### src/rtl/pwm_mode_gen.sv
// Key-selected multi-channel PWM generator with synchronised, debounced mode keys.
// Mode changes are deferred to the period wrap so every emitted pulse is full length.
module pwm_mode_gen #(
  parameter int unsigned CNT_W       = 16,
  parameter int unsigned PERIOD_A    = 500,
  parameter int unsigned LOW_A       = 200,
  parameter int unsigned PERIOD_B    = 625,
  parameter int unsigned LOW_B       = 400,
  parameter int unsigned NCH         = 2,
  parameter int unsigned PHASE_STEP  = 0,
  parameter int unsigned SYNC_STAGES = 2,
  parameter int unsigned DB_CYC      = 4
) (
  input  logic           clk,
  input  logic           rst,
  input  logic           key0,
  input  logic           key1,
  output logic           led0,
  output logic           led1,
  output logic [NCH-1:0] pwm,
  output logic           tick
);

  localparam int unsigned PH_W = CNT_W + 1;
  localparam int unsigned DB_W = (DB_CYC > 1) ? $clog2(DB_CYC) : 1;

  localparam logic [CNT_W-1:0] PER_A   = CNT_W'(PERIOD_A);
  localparam logic [CNT_W-1:0] PER_B   = CNT_W'(PERIOD_B);
  localparam logic [CNT_W-1:0] LOW_A_C = CNT_W'(LOW_A);
  localparam logic [CNT_W-1:0] LOW_B_C = CNT_W'(LOW_B);
  localparam logic [DB_W-1:0]  DB_LAST = DB_W'(DB_CYC - 1);

  typedef enum logic [1:0] {
    IDLE  = 2'd0,
    RUN_A = 2'd1,
    RUN_B = 2'd2
  } state_t;

  state_t                      state, state_nxt;
  state_t                      pending, pending_nxt;
  logic [CNT_W-1:0]            cnt, cnt_nxt;
  logic [CNT_W-1:0]            per_c, low_c;
  logic                        wrap_c;
  logic [NCH-1:0]              pwm_nxt;
  logic [1:0]                  key_raw;
  logic [1:0][SYNC_STAGES-1:0] sync_q;
  logic [1:0]                  k_sync;
  logic [1:0]                  k_db;
  logic [1:0][DB_W-1:0]        db_cnt;

  // Index 1 carries key0, index 0 carries key1, matching the {k0,k1} request code.
  assign key_raw = {key0, key1};
  assign k_sync  = {sync_q[1][SYNC_STAGES-1], sync_q[0][SYNC_STAGES-1]};

  // Synchroniser chain and stability counter per key.
  always_ff @(posedge clk) begin
    if (rst) begin
      sync_q <= '0;
      k_db   <= '0;
      db_cnt <= '0;
    end else begin
      for (int k = 0; k < 2; k++) begin
        sync_q[k] <= {sync_q[k][SYNC_STAGES-2:0], key_raw[k]};
        if (k_sync[k] == k_db[k]) begin
          db_cnt[k] <= '0;
        end else if (db_cnt[k] == DB_LAST) begin
          k_db[k]   <= k_sync[k];
          db_cnt[k] <= '0;
        end else begin
          db_cnt[k] <= db_cnt[k] + DB_W'(1);
        end
      end
    end
  end

  // Latest debounced request wins; 00 keeps whatever was asked for last.
  always_comb begin
    pending_nxt = pending;
    case (k_db)
      2'b01:   pending_nxt = RUN_A;
      2'b10:   pending_nxt = RUN_B;
      2'b11:   pending_nxt = IDLE;
      default: pending_nxt = pending;
    endcase
  end

  always_comb begin
    per_c = PER_A;
    low_c = LOW_A_C;
    if (state == RUN_B) begin
      per_c = PER_B;
      low_c = LOW_B_C;
    end
  end

  // Period counter; the pending mode is only adopted on wrap.
  always_comb begin
    state_nxt = state;
    cnt_nxt   = cnt;
    wrap_c    = 1'b0;
    case (state)
      IDLE: begin
        cnt_nxt = '0;
        if (pending != IDLE) state_nxt = pending;
      end
      RUN_A, RUN_B: begin
        if (cnt == per_c - CNT_W'(1)) begin
          cnt_nxt   = '0;
          wrap_c    = 1'b1;
          state_nxt = pending;
        end else begin
          cnt_nxt = cnt + CNT_W'(1);
        end
      end
      default: begin
        state_nxt = IDLE;
        cnt_nxt   = '0;
      end
    endcase
  end

  // Per-channel phase is the shared count shifted by i*PHASE_STEP, folded into [0,P).
  always_comb begin
    logic [PH_W-1:0] ph;
    ph      = '0;
    pwm_nxt = '0;
    for (int i = 0; i < NCH; i++) begin
      ph = {1'b0, cnt} + PH_W'(i * PHASE_STEP);
      if (ph >= {1'b0, per_c}) ph = ph - {1'b0, per_c};
      pwm_nxt[i] = (state != IDLE) && (ph >= {1'b0, low_c});
    end
  end

  always_ff @(posedge clk) begin
    if (rst) begin
      state   <= IDLE;
      pending <= IDLE;
      cnt     <= '0;
      pwm     <= '0;
      tick    <= 1'b0;
      led0    <= 1'b0;
      led1    <= 1'b0;
    end else begin
      state   <= state_nxt;
      pending <= pending_nxt;
      cnt     <= cnt_nxt;
      pwm     <= pwm_nxt;
      tick    <= wrap_c;
      led0    <= (state == RUN_A);
      led1    <= (state == RUN_B);
    end
  end

endmodule
### config.mk
export PLATFORM = sky130hd
export DESIGN_NAME = pwm_mode_gen
export DESIGN_NICKNAME = d
export VERILOG_FILES = /design/src/rtl/pwm_mode_gen.sv
export SDC_FILE = /design/constraint.sdc
export NUM_CORES = 1
export LEC_CHECK = 0
export BUFFER_PORTS_ARGS = -buffer_cell sky130_fd_sc_hd__buf_2
export CAP_MARGIN = 20
export CORE_MARGIN = 10
export CORE_UTILIZATION = 55
export DETAILED_ROUTE_END_ITERATION = 10
export PLACE_DENSITY_LB_ADDON = 0.05
export SKIP_LAST_GASP = 1
export SLEW_MARGIN = 20
export SYNTH_ARGS = -nofsm -noshare
export SYNTH_HDL_FRONTEND = slang
export SYNTH_SLANG_ARGS = --single-unit
### constraint.sdc
create_clock -name clk -period 3.1 [get_ports clk]
set_clock_uncertainty 0.05 [all_clocks]
set_input_delay 0.155 -clock clk [delete_from_list [all_inputs] [get_ports clk]]
set_output_delay 0.155 -clock clk [all_outputs]
set_load 0.1 [all_outputs]
### Word-level counts from Yosys, hierarchy flattened

Index checks and enable logic that the tools add are counted.

| cells by class | value |
|---|---|
| $add $sub $neg | 5 |
| order comparisons | 2 |
| equal/unequal tests | 12 |
| mux-type cells | 8 |
| bitwise logic cells | 3 |
| reductions and logical operators | 13 |

Operators with widths:

| operator | number |
|---|---|
| >= comparator 17 x 16 -> 1 bit | 1 |
| 2-to-1 mux 17 bit | 1 |
| subtractor 16 x 16 -> 17 bit | 1 |
| adder 16 x 1 -> 16 bit (second input constant) | 1 |
| equality test 16 bit | 1 |
| >= comparator 16 bit | 1 |
| subtractor 16 x 1 -> 16 bit (second input constant) | 1 |
| equality test 2 bit (second input constant) | 5 |
| 2-to-1 mux 10 bit | 1 |
| 2-to-1 mux 9 bit | 1 |
| OR reduction 3 bit | 3 |
| case mux 2 bit (3 select lines) | 1 |
| AND reduction 2 bit | 3 |
| adder 2 x 1 -> 2 bit (second input constant) | 2 |
| equality test 2 x 1 -> 1 bit (second input constant) | 2 |
| 2-to-1 mux 2 bit | 2 |
| inequality test 2 bit (second input constant) | 2 |
| case mux 2 bit (2 select lines) | 1 |
| nonzero test 2 bit | 2 |
| OR reduction 2 bit | 2 |
| NOT 1 bit | 3 |
| nonzero test 3 bit | 1 |
| equality test 1 bit | 2 |
| zero test 2 bit | 1 |
| other kinds (2) | 2 |

| storage, ports and cells | value |
|---|---|
| bits in registers | 34 |
| output and inout port bits | 5 |
| word-level logic and storage cells | 56 |

### Logic depth before layout (Yosys ltp)

| logic depth | value |
|---|---|
| word-level depth | 6 |
| depth in mapped cells | 16 |
| gate-level depth less buffers | 16 |

### Worst setup path after synthesis

Ideal clock, no wire load.

| timing path | value |
|---|---|
| path type | flip-flop to flip-flop |
| from | register state[0] |
| to | register pwm[0] |
| data arrival time | 3.176 ns |
| slack | -0.203 ns |
| stages on the path, launching flop included | 15 |
| path through | dfxtp_1 > inv_1 > ha_1 > inv_1 > ha_1 > nand2_1 > o31a_1 > o21ai_2 > nand4_1 > xnor2_1 > ha_1 > nand4_1 > o311ai_0 > o21ai_0 > a41oi_2 |

| on the way | value |
|---|---|
| elaborated cells on any way between the ends | 9 |
| classes of those cells | 1 x add/sub; 2 x order compare; 1 x eq/ne; 3 x mux; 2 x reduce/logical |

RTL lines:

| element | line | RTL |
|---|---|---|
| start: declaration | 39 | `state_t state, state_nxt;` |
| start signal: assignment | 144 | `state <= state_nxt;` |
| equality test 2 bit | 90 | `if (state == RUN_B) begin` |
| 2-to-1 mux 9 bit | 90 |  |
| named net low_c[4] | 42 | `logic [CNT_W-1:0] per_c, low_c;` |
| >= comparator 17 x 16 -> 1 bit | 130 | `pwm_nxt[i] = (state != IDLE) && (ph >= {1'b0, low_c});` |
| logical AND 1 bit | 130 |  |
| end signal: assignment | 147 | `pwm <= pwm_nxt;` |
| end: declaration | 20 | `output logic [NCH-1:0] pwm,` |

The timed path passes the listed nets, and every way through them passes these cells.
A chain may end at the register's enable or synchronous reset.

### Worst setup path after layout

Ends and elaborated chain as after synthesis.

==> results.ini <==
[logic_synthesis]
ys_async_sr_fraction_pct=0
ys_seq_elements=34
synthCells=234
synth-main-ff-cell=dfxtp_1
synth_nets=255
synth.most_common_cell=nor2_1
synth_top_area_share_pct=34.19
synth_area_leaders=dfxtp_1 34%, ha_1 11%, nor2_1 7.0%
synthTopCellsByCount=37 x nor2_1, 34 x dfxtp_1, 17 x ha_1, 14 x nand2_1
synth_cell_types=46
syn_area_per_cell_sq_um=8.507
seq_area_frac_synth_pct=34.19
synth_area_sq_um=1991
synth_warnings=0
synth_enable_flop_cells=0
synth_area_leader_cell=dfxtp_1

[clock_tree]
cts.clk_slew.worst_paths_ns=0.12
htreeDepth=2
clockBufferDepth=2
clkLatencyLatePin_ns=0.35
cts_inserted_buffers=5
tritoncts=yes
clock-sinks=34
root_buffer=clkbuf_4

[layout]
ff_latch_area_sq_um=683.2
area_growth_pct=24.32
final_util_pct=72.45
final_cells=316
multiInputGateArea_sq_um=1333
final_nets=290
antenna_cells=0
fill_cells=271
drive_gt1_share_pct=24.44

[sta]
rsz0062_at_grt=yes
maxSlewViolCount=0
min_period_ns=3.130
max_slew_margin_pct=54.78
hold_violations=0
fin_crit_sh_pct=101.0
tightest_slew_ns=0.6725
worst_slack_ns=-0.03048
fmax_mhz=319.4
setup_viol=1
final.setup.tns_ns=-0.03048

[run]
max-cap-violations=0

[die]
core_area_sq_um=3416
die_area_sq_um=6426
die_h_microns=80.16
start_util_pct=58.28
core.rowCount=21
io_pins=9
die_x_microns=80.16

[run_status]
status=complete, but fails checks
violations=setup timing

[hold_path]
hp-class=primary input to register
whs_path_depth=2

[pwr]
irDropWorstVdd_uv=339.9
power_density_nw_per_um2=347.3
p_total_mw=0.8595
leakage_nw=0.9901

[setup_path]
criticalPathCategory=register to register
crit_start=state[0]$_SDFFE_PP0P_
crit_chain=inv_2 -> ha_4 -> ha_4 -> nor2_1 -> a21boi_2 -> o31a_1 -> o21ai_4 -> nand4_1 -> xnor2_1 -> ha_1 -> nand4_1 -> nor4_2 -> o21ai_1 -> and3_4 -> a41oi_2
r2r-end=pwm[0]$_SDFF_PP0_
cp-start-kind=register
crit_path_end=pwm[0]$_SDFF_PP0_
crit_arrival_ns=3.35
required_ns=3.32
path_max_fanout=7
r2r-start=state[0]$_SDFFE_PP0P_
critical_path.endpoint_type=register
slowest_stage=o31a_1
r2r_setup_slack_ns=-0.03
rr_worst_depth=15
cp_slowest_stage_delay_ns=0.35

[global_route]
antenna_found_initial=0
grt_start_max_net_pins=18
grt_usage_pct=14.95
grt_overflow_total=0
grt_pass1_wl_mm=7.810
grt_pass1_vias=1711

[drt]
routed-via-count=1754
final_antenna_net_count=0
drt-initial-drc-count=137
viasPerCell=5.551
wl_mm=4.714
wl_per_cell_microns=14.92
remaining_drc_errors=0
dr.pass1.iters=4

[place]
gp_congestion=0.9287
dp_hpwl_mm=3.513
port_buffers=8
dp.cells=303

-- flip-flops by register name, summed over array words and instances (netlist names) --
register and count:
cnt 16, db_cnt 4, k_db 2, k_sync 2, pending 2, state 2, sync_q 2, led0 1
led1 1, pwm 1, tick 1
-- what timing repair did --
item	CTS	global route
endpoints found under the setup margin	1	1
setup buffers	1	2
gates cloned	0	0
endpoints found under the hold margin	2	0
resized for setup	2	13
pin swaps	1	9
hold buffers	2	0
-- routing by layer --
| layer | GRT usage (%) | up-vias | routed length (microns) | share of wire, % |
|---|---|---|---|---|
| met4 | 5.986 | 0 | 66 | 1.4 |
| met2 | 25.44 | 41 | 2354 | 50 |
| met1 | 17.15 | 823 | 2076 | 44 |
| li1 | - | 884 | - | - |
| met5 | 0 | - | 0 | 0 |
| met3 | 4.232 | 6 | 216 | 4.6 |
-- worst max-delay path: cells and delay by family (launching register included) --
| family | cells | cell delay (ns) |
|---|---|---|
| compound gates | 5 | 0.97 |
| simple gates | 5 | 0.75 |
| fa+ha+maj | 3 | 0.72 |
| flops | 1 | 0.34 |
| xor+xnor | 1 | 0.15 |
| buf+inv | 1 | 0.07 |
-- cell usage in the layout, fill, tap and decap left out, types with 5 or more instances in the layout --
cell type / instances
dfxtp_1: 32
nand2_1: 13
a21oi_1: 8
inv_1: 10
clkbuf_4: 5
nor2_1: 37
buf_2: 8
buf_4: 25
xnor2_1: 12
and3_1: 5
nor3_1: 8
ha_4: 6
xor2_1: 11
ha_1: 11
nand3_1: 9
nor2b_1: 5
-- cells by family (layout without fill, tap and decap cells) --
group,count (synthesis),in the layout,synth area share [%]
AOI/OAI and AO/OA,34,34,12.01
xor gates and xnor gates,23,23,10.12
adders and majority gates,17,17,10.68
buffers and inverters,19,55,4.022
DFF,34,34,34.19
muxes,4,4,2.011
and+or+nand+nor,103,103,26.96
-- power by group --
| part | leakage, nW | internal [mW] | switching, mW |
|---|---|---|---|
| Combinational | 0.659 | 0.00587 | 0.00531 |
| Sequential | 0.276 | 0.440 | 0.00141 |
| Clock | 0.0554 | 0.252 | 0.155 |
-- per-stage QoR --
| step | area (sq um) | hold slack [ns] | setup slack (ns) |
|---|---|---|---|
| global route | 2475 | 0.1081 | -0.1874 |
| detailed placement | 2251 | 0.3296 | -0.06613 |
| floorplan | 2023 | 0.1766 | 0.001141 |
| global placement | 2251 | 0.3196 | 0.1040 |
| CTS | 2385 | 0.08737 | 0.02094 |
| finish | 2475 | 0.09182 | -0.03048 |
-- layout make-up --
| class | instances | area share [%] |
|---|---|---|
| clock buffers | 5 | 1.517 |
| inverters | 12 | 1.921 |
| clock inverters | 3 | 2.781 |
| well taps | 46 | 2.326 |
| flip-flops and latches | 34 | 27.60 |
| multi-input cells | 181 | 53.84 |
| repair buffers | 35 | 10.01 |
-- worst min path at each step --
stage / slack, ns / from / endpoint
after floorplan: 0.18 / rst / k_sync[0]$_SDFF_PP0_
after CTS: 0.09 / rst / k_db[1]$_SDFFE_PP0P_
after detailed placement: 0.33 / key1 / sync_q[0]$_SDFF_PP0_
after global routing: 0.11 / rst / k_db[1]$_SDFFE_PP0P_
final: 0.09 / rst / k_db[1]$_SDFFE_PP0P_
after global placement: 0.32 / key1 / sync_q[0]$_SDFF_PP0_
Note: power is estimated with default switching activity, not from simulation.
